File: src/rtl/hazard_sched_ctrl_pkg.sv
// hazard_sched_ctrl_pkg
// Shared definitions for the RV32 pipeline scheduler. The datapath forwarding
// muxes and the control decoder use these encodings too.
//   sched_state_t : scheduler FSM state encoding
//   FWD_*         : EX-stage forwarding mux selects
//   RESULT_LOAD   : ResultSrc encoding of a load
//   fwd_hit()     : true when a writing stage produces the register being read
package hazard_sched_ctrl_pkg;

    typedef enum logic [1:0] {
        RUN      = 2'd0,
        MEM_WAIT = 2'd1,
        FLUSH    = 2'd2
    } sched_state_t;

    localparam logic [1:0] FWD_RF      = 2'b00;
    localparam logic [1:0] FWD_MEM     = 2'b10;
    localparam logic [1:0] FWD_WB      = 2'b01;
    localparam logic [1:0] RESULT_LOAD = 2'b01;

    // x0 is hard-wired to zero, so a write to it never forwards.
    function automatic logic fwd_hit(input logic       we,
                                     input logic [4:0] rd,
                                     input logic [4:0] rs);
        return we && (rd != 5'd0) && (rd == rs);
    endfunction

endpackage

File: src/rtl/hazard_sched_ctrl_fwd_unit.sv
// hazard_sched_ctrl_fwd_unit
// Combinational EX-stage forwarding selects. The MEM-stage result is newer
// than the WB-stage result, so it wins when both match.
// Ports:
//   rs1_EX, rs2_EX             : source registers of the instruction in EX
//   rd_MEM, RegWrite_MEM       : destination / write enable in MEM
//   rd_WB, RegWrite_WB         : destination / write enable in WB
//   ForwardA, ForwardB         : mux selects (FWD_RF / FWD_MEM / FWD_WB)
module hazard_sched_ctrl_fwd_unit
    import hazard_sched_ctrl_pkg::*;
(
    input  logic [4:0] rs1_EX,
    input  logic [4:0] rs2_EX,
    input  logic [4:0] rd_MEM,
    input  logic       RegWrite_MEM,
    input  logic [4:0] rd_WB,
    input  logic       RegWrite_WB,
    output logic [1:0] ForwardA,
    output logic [1:0] ForwardB
);

    always_comb begin
        ForwardA = FWD_RF;
        if (fwd_hit(RegWrite_MEM, rd_MEM, rs1_EX))
            ForwardA = FWD_MEM;
        else if (fwd_hit(RegWrite_WB, rd_WB, rs1_EX))
            ForwardA = FWD_WB;

        ForwardB = FWD_RF;
        if (fwd_hit(RegWrite_MEM, rd_MEM, rs2_EX))
            ForwardB = FWD_MEM;
        else if (fwd_hit(RegWrite_WB, rd_WB, rs2_EX))
            ForwardB = FWD_WB;
    end

endmodule

File: src/rtl/hazard_sched_ctrl.sv
// hazard_sched_ctrl
// Pipeline scheduler for the 5-stage RV32 core: per-stage stall/flush enables,
// EX forwarding selects and an FSM covering data-memory wait states and
// branch flushes deferred across a memory wait.
// Parameters: MEM_TIMEOUT (wait cycles before err_timeout), CNT_W (perf counter width)
// Ports:
//   clk, rst (synchronous, active-high)
//   ID/EX/MEM/WB register ids and write enables, ResultSrc_EX, PCSrc_MEM
//   dmem_req, dmem_ready      : MEM stage memory handshake
//   stall_*, flush_*          : pipeline register hold / bubble enables
//   ForwardA, ForwardB        : EX forwarding selects
//   err_timeout               : one-cycle pulse on a too-long memory wait
//   busy                      : FSM is not in RUN
// Optional feature: define HAZ_PERF_CNT_EN to add stall_cnt, flush_cnt and
// lu_cnt saturating performance counters.
//
// State table:
//   RUN      | normal issue; resolves memory wait, branch flush, load-use
//   MEM_WAIT | data memory not ready; whole pipe held, MEM_WB bubbled
//   FLUSH    | flush of a branch that resolved while memory was waiting
module hazard_sched_ctrl
    import hazard_sched_ctrl_pkg::*;
#(
    parameter int MEM_TIMEOUT = 16,
    parameter int CNT_W       = 16
) (
    input  logic             clk,
    input  logic             rst,
    input  logic [4:0]       rs1_ID,
    input  logic [4:0]       rs2_ID,
    input  logic [4:0]       rs1_EX,
    input  logic [4:0]       rs2_EX,
    input  logic [4:0]       rd_EX,
    input  logic             RegWrite_EX,
    input  logic [1:0]       ResultSrc_EX,
    input  logic [4:0]       rd_MEM,
    input  logic             RegWrite_MEM,
    input  logic [4:0]       rd_WB,
    input  logic             RegWrite_WB,
    input  logic             PCSrc_MEM,
    input  logic             dmem_req,
    input  logic             dmem_ready,
    output logic             stall_PC,
    output logic             stall_IF_ID,
    output logic             stall_ID_EX,
    output logic             stall_EX_MEM,
    output logic             flush_IF_ID,
    output logic             flush_ID_EX,
    output logic             flush_EX_MEM,
    output logic             flush_MEM_WB,
    output logic [1:0]       ForwardA,
    output logic [1:0]       ForwardB,
    output logic             err_timeout,
    output logic             busy
`ifdef HAZ_PERF_CNT_EN
    ,
    output logic [CNT_W-1:0] stall_cnt,
    output logic [CNT_W-1:0] flush_cnt,
    output logic [CNT_W-1:0] lu_cnt
`endif
);

    localparam int                WCNT_W    = $clog2(MEM_TIMEOUT + 1);
    localparam logic [WCNT_W-1:0] WAIT_LAST = WCNT_W'(MEM_TIMEOUT - 1);
    localparam logic [WCNT_W-1:0] WAIT_SAT  = WCNT_W'(MEM_TIMEOUT);

    sched_state_t      state;
    logic              pend_flush;
    logic [WCNT_W-1:0] wait_cnt;
    logic              lu;
    logic              mem_block;
    logic [1:0]        fwd_a;
    logic [1:0]        fwd_b;

    hazard_sched_ctrl_fwd_unit u_fwd (
        .rs1_EX       (rs1_EX),
        .rs2_EX       (rs2_EX),
        .rd_MEM       (rd_MEM),
        .RegWrite_MEM (RegWrite_MEM),
        .rd_WB        (rd_WB),
        .RegWrite_WB  (RegWrite_WB),
        .ForwardA     (fwd_a),
        .ForwardB     (fwd_b)
    );

    assign lu = RegWrite_EX && (ResultSrc_EX == RESULT_LOAD) && (rd_EX != 5'd0) &&
                ((rd_EX == rs1_ID) || (rd_EX == rs2_ID));
    assign mem_block = dmem_req && !dmem_ready;

    // Enables must act in the same cycle the hazard is seen, so they are
    // decoded from the registered state plus current inputs. Everything is
    // forced low while rst is held.
    always_comb begin
        stall_PC     = 1'b0;
        stall_IF_ID  = 1'b0;
        stall_ID_EX  = 1'b0;
        stall_EX_MEM = 1'b0;
        flush_IF_ID  = 1'b0;
        flush_ID_EX  = 1'b0;
        flush_EX_MEM = 1'b0;
        flush_MEM_WB = 1'b0;
        err_timeout  = 1'b0;
        if (!rst) begin
            unique case (state)
                RUN: begin
                    if (mem_block) begin
                        {stall_PC, stall_IF_ID, stall_ID_EX, stall_EX_MEM} = 4'hF;
                        flush_MEM_WB = 1'b1;
                    end else if (PCSrc_MEM) begin
                        {flush_IF_ID, flush_ID_EX, flush_EX_MEM} = 3'b111;
                    end else if (lu) begin
                        stall_PC    = 1'b1;
                        stall_IF_ID = 1'b1;
                        flush_ID_EX = 1'b1;
                    end
                end
                MEM_WAIT: begin
                    // The ready cycle releases the pipe so MEM can retire.
                    if (!dmem_ready) begin
                        {stall_PC, stall_IF_ID, stall_ID_EX, stall_EX_MEM} = 4'hF;
                        flush_MEM_WB = 1'b1;
                    end
                    // wait_cnt saturates above WAIT_LAST, so this fires once.
                    err_timeout = (wait_cnt == WAIT_LAST);
                end
                FLUSH: begin
                    {flush_IF_ID, flush_ID_EX, flush_EX_MEM} = 3'b111;
                end
                default: ;
            endcase
        end
    end

    assign ForwardA = rst ? FWD_RF : fwd_a;
    assign ForwardB = rst ? FWD_RF : fwd_b;
    assign busy     = !rst && (state != RUN);

    always_ff @(posedge clk) begin
        if (rst) begin
            state      <= RUN;
            pend_flush <= 1'b0;
            wait_cnt   <= '0;
        end else begin
            unique case (state)
                RUN: begin
                    if (mem_block) begin
                        state      <= MEM_WAIT;
                        pend_flush <= PCSrc_MEM;
                        wait_cnt   <= '0;
                    end
                end
                MEM_WAIT: begin
                    if (dmem_ready) begin
                        state    <= pend_flush ? FLUSH : RUN;
                        wait_cnt <= '0;
                    end else if (wait_cnt != WAIT_SAT) begin
                        wait_cnt <= wait_cnt + WCNT_W'(1);
                    end
                end
                FLUSH: begin
                    pend_flush <= 1'b0;
                    state      <= RUN;
                end
                default: state <= RUN;
            endcase
        end
    end

`ifdef HAZ_PERF_CNT_EN
    logic any_stall;
    logic any_flush;

    assign any_stall = stall_PC | stall_IF_ID | stall_ID_EX | stall_EX_MEM;
    assign any_flush = flush_IF_ID | flush_ID_EX | flush_EX_MEM | flush_MEM_WB;

    always_ff @(posedge clk) begin
        if (rst) begin
            stall_cnt <= '0;
            flush_cnt <= '0;
            lu_cnt    <= '0;
        end else begin
            if (any_stall && (stall_cnt != '1)) stall_cnt <= stall_cnt + CNT_W'(1);
            if (any_flush && (flush_cnt != '1)) flush_cnt <= flush_cnt + CNT_W'(1);
            if (lu && (lu_cnt != '1))           lu_cnt    <= lu_cnt + CNT_W'(1);
        end
    end
`endif

endmodule

File: config.mk
export PLATFORM = sky130hd
export DESIGN_NAME = hazard_sched_ctrl
export DESIGN_NICKNAME = d
export VERILOG_FILES = /design/src/rtl/hazard_sched_ctrl_pkg.sv /design/src/rtl/hazard_sched_ctrl_fwd_unit.sv /design/src/rtl/hazard_sched_ctrl.sv
export SDC_FILE = /design/constraint.sdc
export NUM_CORES = 1
export LEC_CHECK = 0
export ABC_AREA = 1
export BUFFER_PORTS_ARGS = -buffer_cell sky130_fd_sc_hd__buf_2
export CORE_ASPECT_RATIO = 1.75
export CORE_UTILIZATION = 41
export CTS_BUF_LIST = sky130_fd_sc_hd__clkbuf_4
export DETAILED_ROUTE_END_ITERATION = 10
export GPL_TIMING_DRIVEN = 0
export PLACE_DENSITY = 0.85
export SLEW_MARGIN = 20
export SYNTH_ARGS = -nofsm -noshare
export SYNTH_HDL_FRONTEND = slang
export SYNTH_SLANG_ARGS = --single-unit
File: constraint.sdc
create_clock -name clk -period 1.3 [get_ports clk]
set_clock_uncertainty 0.05 [all_clocks]
set_input_delay 0.065 -clock clk [delete_from_list [all_inputs] [get_ports clk]]
set_output_delay 0.065 -clock clk [all_outputs]
set_load 0.02 [all_outputs]
==> results.cfg <==
[placed_design]
gp_congestion = 0.8206
hpwl_um = 2240
port_buffers = 57

[timing]
slew_violations = 0
setup_viol = 13
fmax_mhz = 646.0
holdWs_ps = 40.25
layout_setup_ws_ps = -247.9
hold_viol_final = 0
setup_tns_ps = -2009
rsz0062_at_grt = yes
max-slew-margin-rel_pct = 79.90
tightestPinTransition_ps = 299.9
min_period_ps = 1548
min_period_over_period_pct = 119.1

[detailed_routing]
drt_wl_total_um = 2925
remaining_drc_errors = 0
dr.pass1.iters = 4
drt-initial-drc-count = 26
via_per_inst = 4.810
antenna_left = 0
num_vias = 1342
wl_per_cell_um = 10.48

[power_and_ir_drop]
p_leak_nw = 0.8566
clock_power_share_pct = 22.8
p_sw_share_pct = 37.02
p_seq_share_pct = 29.4
ir_drop_mv = 0.2950
p_sw_mw = 0.3360
combPwrFrac_pct = 47.8
power_density_nw_per_um2 = 563.5
p_int_mw = 0.5715

[floorplan]
die_area_um2 = 2775
die_h_um = 68.94
core_um2 = 2360
chipWidth_um = 40.25
initial_core_util_pct = 44.49
io_pins = 59
rows = 23

[grt]
busiest_layer = met2
track_usage_pct = 22.57
overflow = 0
grt_pass1_vias = 1178
use_met1_pct = 20.35
use_met3_pct = 1.282
grt_pass1_wl_um = 4381
antenna_found_initial = 0
grt_max_degree = 9
use_met2_pct = 45.97

[clocking]
cts_tree = done
clk_latency_ps = 260
cts_buffers = 3
clock-sinks = 8
cts_htree_levels = 1
clk_pin_slew_ps = 60
root_buffer = clkbuf_4
clockBufferDepth = 2

[setup_path]
worstPathArrival_ps = 1430
worstSetupPathType = flop to output pin
end_kind = output pin
crit_fanout = 4
startpoint_type = flop
required_ps = 1190

[finish]
final_common_cell = buf_2
drive_gt1_share_pct = 42.13
num-nets-final = 304
area_delta_synth_final_pct = 53.40
diodes = 0
layout.cells.most_common_list = buf_2, nand2_1, inv_1, nor2_1
finish.utilization_pct = 68.24

[yosys]
syn-cell-area_um2 = 1050
postSynthCellCount = 183
synthesis.nets = 231
ys_warn_count = 0
synth_area_per_cell_um2 = 5.736
ys_seq_elements = 8
ys_seq_area_share_pct = 15.26
yosysUniqueCellTypes = 24

[min_path]
hp-class = input port to flop

[run_status]
violations = negative setup slack
status = finished with violations

[job]
drv_cap = 0
==> synthesized netlist by cell type, drive strengths merged <==
cell type | number | area [um2]
nand2 | 43 | 163.9
inv | 37 | 141.4
nor3 | 8 | 40.04
a22o | 1 | 8.760
buf | 5 | 35.03
o21ai | 10 | 57.56
xor2 | 4 | 35.03
dfxtp | 8 | 160.2
o2111ai | 1 | 8.760
a21oi | 4 | 20.02
xnor2 | 16 | 140.1
o22ai | 1 | 6.260
nand4 | 3 | 18.77
ha | 3 | 37.54
nand3 | 10 | 62.56
nor2 | 29 | 113.9
==> kinds of logic (layout without fill, tap and decap cells) <==
kind of cell | after synthesis | in the layout | share of synthesized area, %
AND/OR/NAND/NOR | 93 | 93 | 38.02
buffers and inverters | 42 | 113 | 16.81
AO/OA/AOI/OAI | 17 | 17 | 9.656
XOR/XNOR | 20 | 20 | 16.69
flip-flops | 8 | 8 | 15.26
adder cells (fa/ha/maj) | 3 | 3 | 3.576
==> per-stage QoR <==
step,instances,cell area (um2),power (mW),worst slack (ps)
2_1_floorplan,183,1052,0.4882,-106.7
3_3_place_gp,265,1369,0.6242,-133.8
3_5_place_dp,265,1369,0.6323,-162.6
4_1_cts,279,1583,0.8957,-258.6
5_1_grt,279,1610,0.9517,-309.5
6_report,279,1610,0.9074,-247.9
==> registers in the layout, summed over array words and instances (netlist names) <==
register,cells
pend_flush,1
wait_cnt,5
state,2
==> layer usage <==
layer  wire length [um]  part of all wire, %  vias up
li1                   -                    -      704
met2               1707                   58       51
met5                  0                    0        -
met3                120                  4.1        7
met4                 70                  2.4        0
met1               1026                   35      580
==> worst max-delay path, cell delays in order (launching register included) <==
cell and delay [ps]:
dfxtp_4 360, nor2_4 130, nand2_2 70, o22ai_1 110, inv_1 90, nor2_2 170
buf_4 130, buf_6 100
==> power groups by stage <==
| stage | Clock, mW | Sequential [mW] | Combinational (mW) |
|---|---|---|---|
| 3_5_place_dp | 0 | 0.272 | 0.361 |
| 2_1_floorplan | 0 | 0.270 | 0.218 |
| 3_3_place_gp | 0 | 0.272 | 0.353 |
| 6_report | 0.207 | 0.267 | 0.434 |
| 5_1_grt | 0.205 | 0.268 | 0.479 |
| 4_1_cts | 0.209 | 0.266 | 0.420 |
==> cell type report <==
type	count	area [um2]
sequential	8	171.4
buffer	5	35.03
multi-input combinational	133	784.5
inverter	37	145.1
fill	226	749.5
tap	25	31.28
clock buffer	3	22.52
timing repair buffer	68	420.4
==> repair_timing <==
action | in CTS | in global routing
hold buffers | 0 | 0
gates resized for setup | 37 | 8
pin swaps | 10 | 3
buffers inserted | 11 | 0
endpoints found under the setup margin | 13 | 15
==> final timing paths <==
| check | endpoint | cells past startpoint | start | slack (ps) |
|---|---|---|---|---|
| setup reg to reg | wait_cnt[2] | 7 | wait_cnt[0] | -130 |
| hold reg to reg | state[1] | 2 | pend_flush | 440 |
| hold / removal | state[1] | 3 | dmem_ready | 40 |
| setup / recovery | flush_IF_ID | 7 | state[0] | -250 |
No activity file was read; power rests on OpenSTA's default activity.
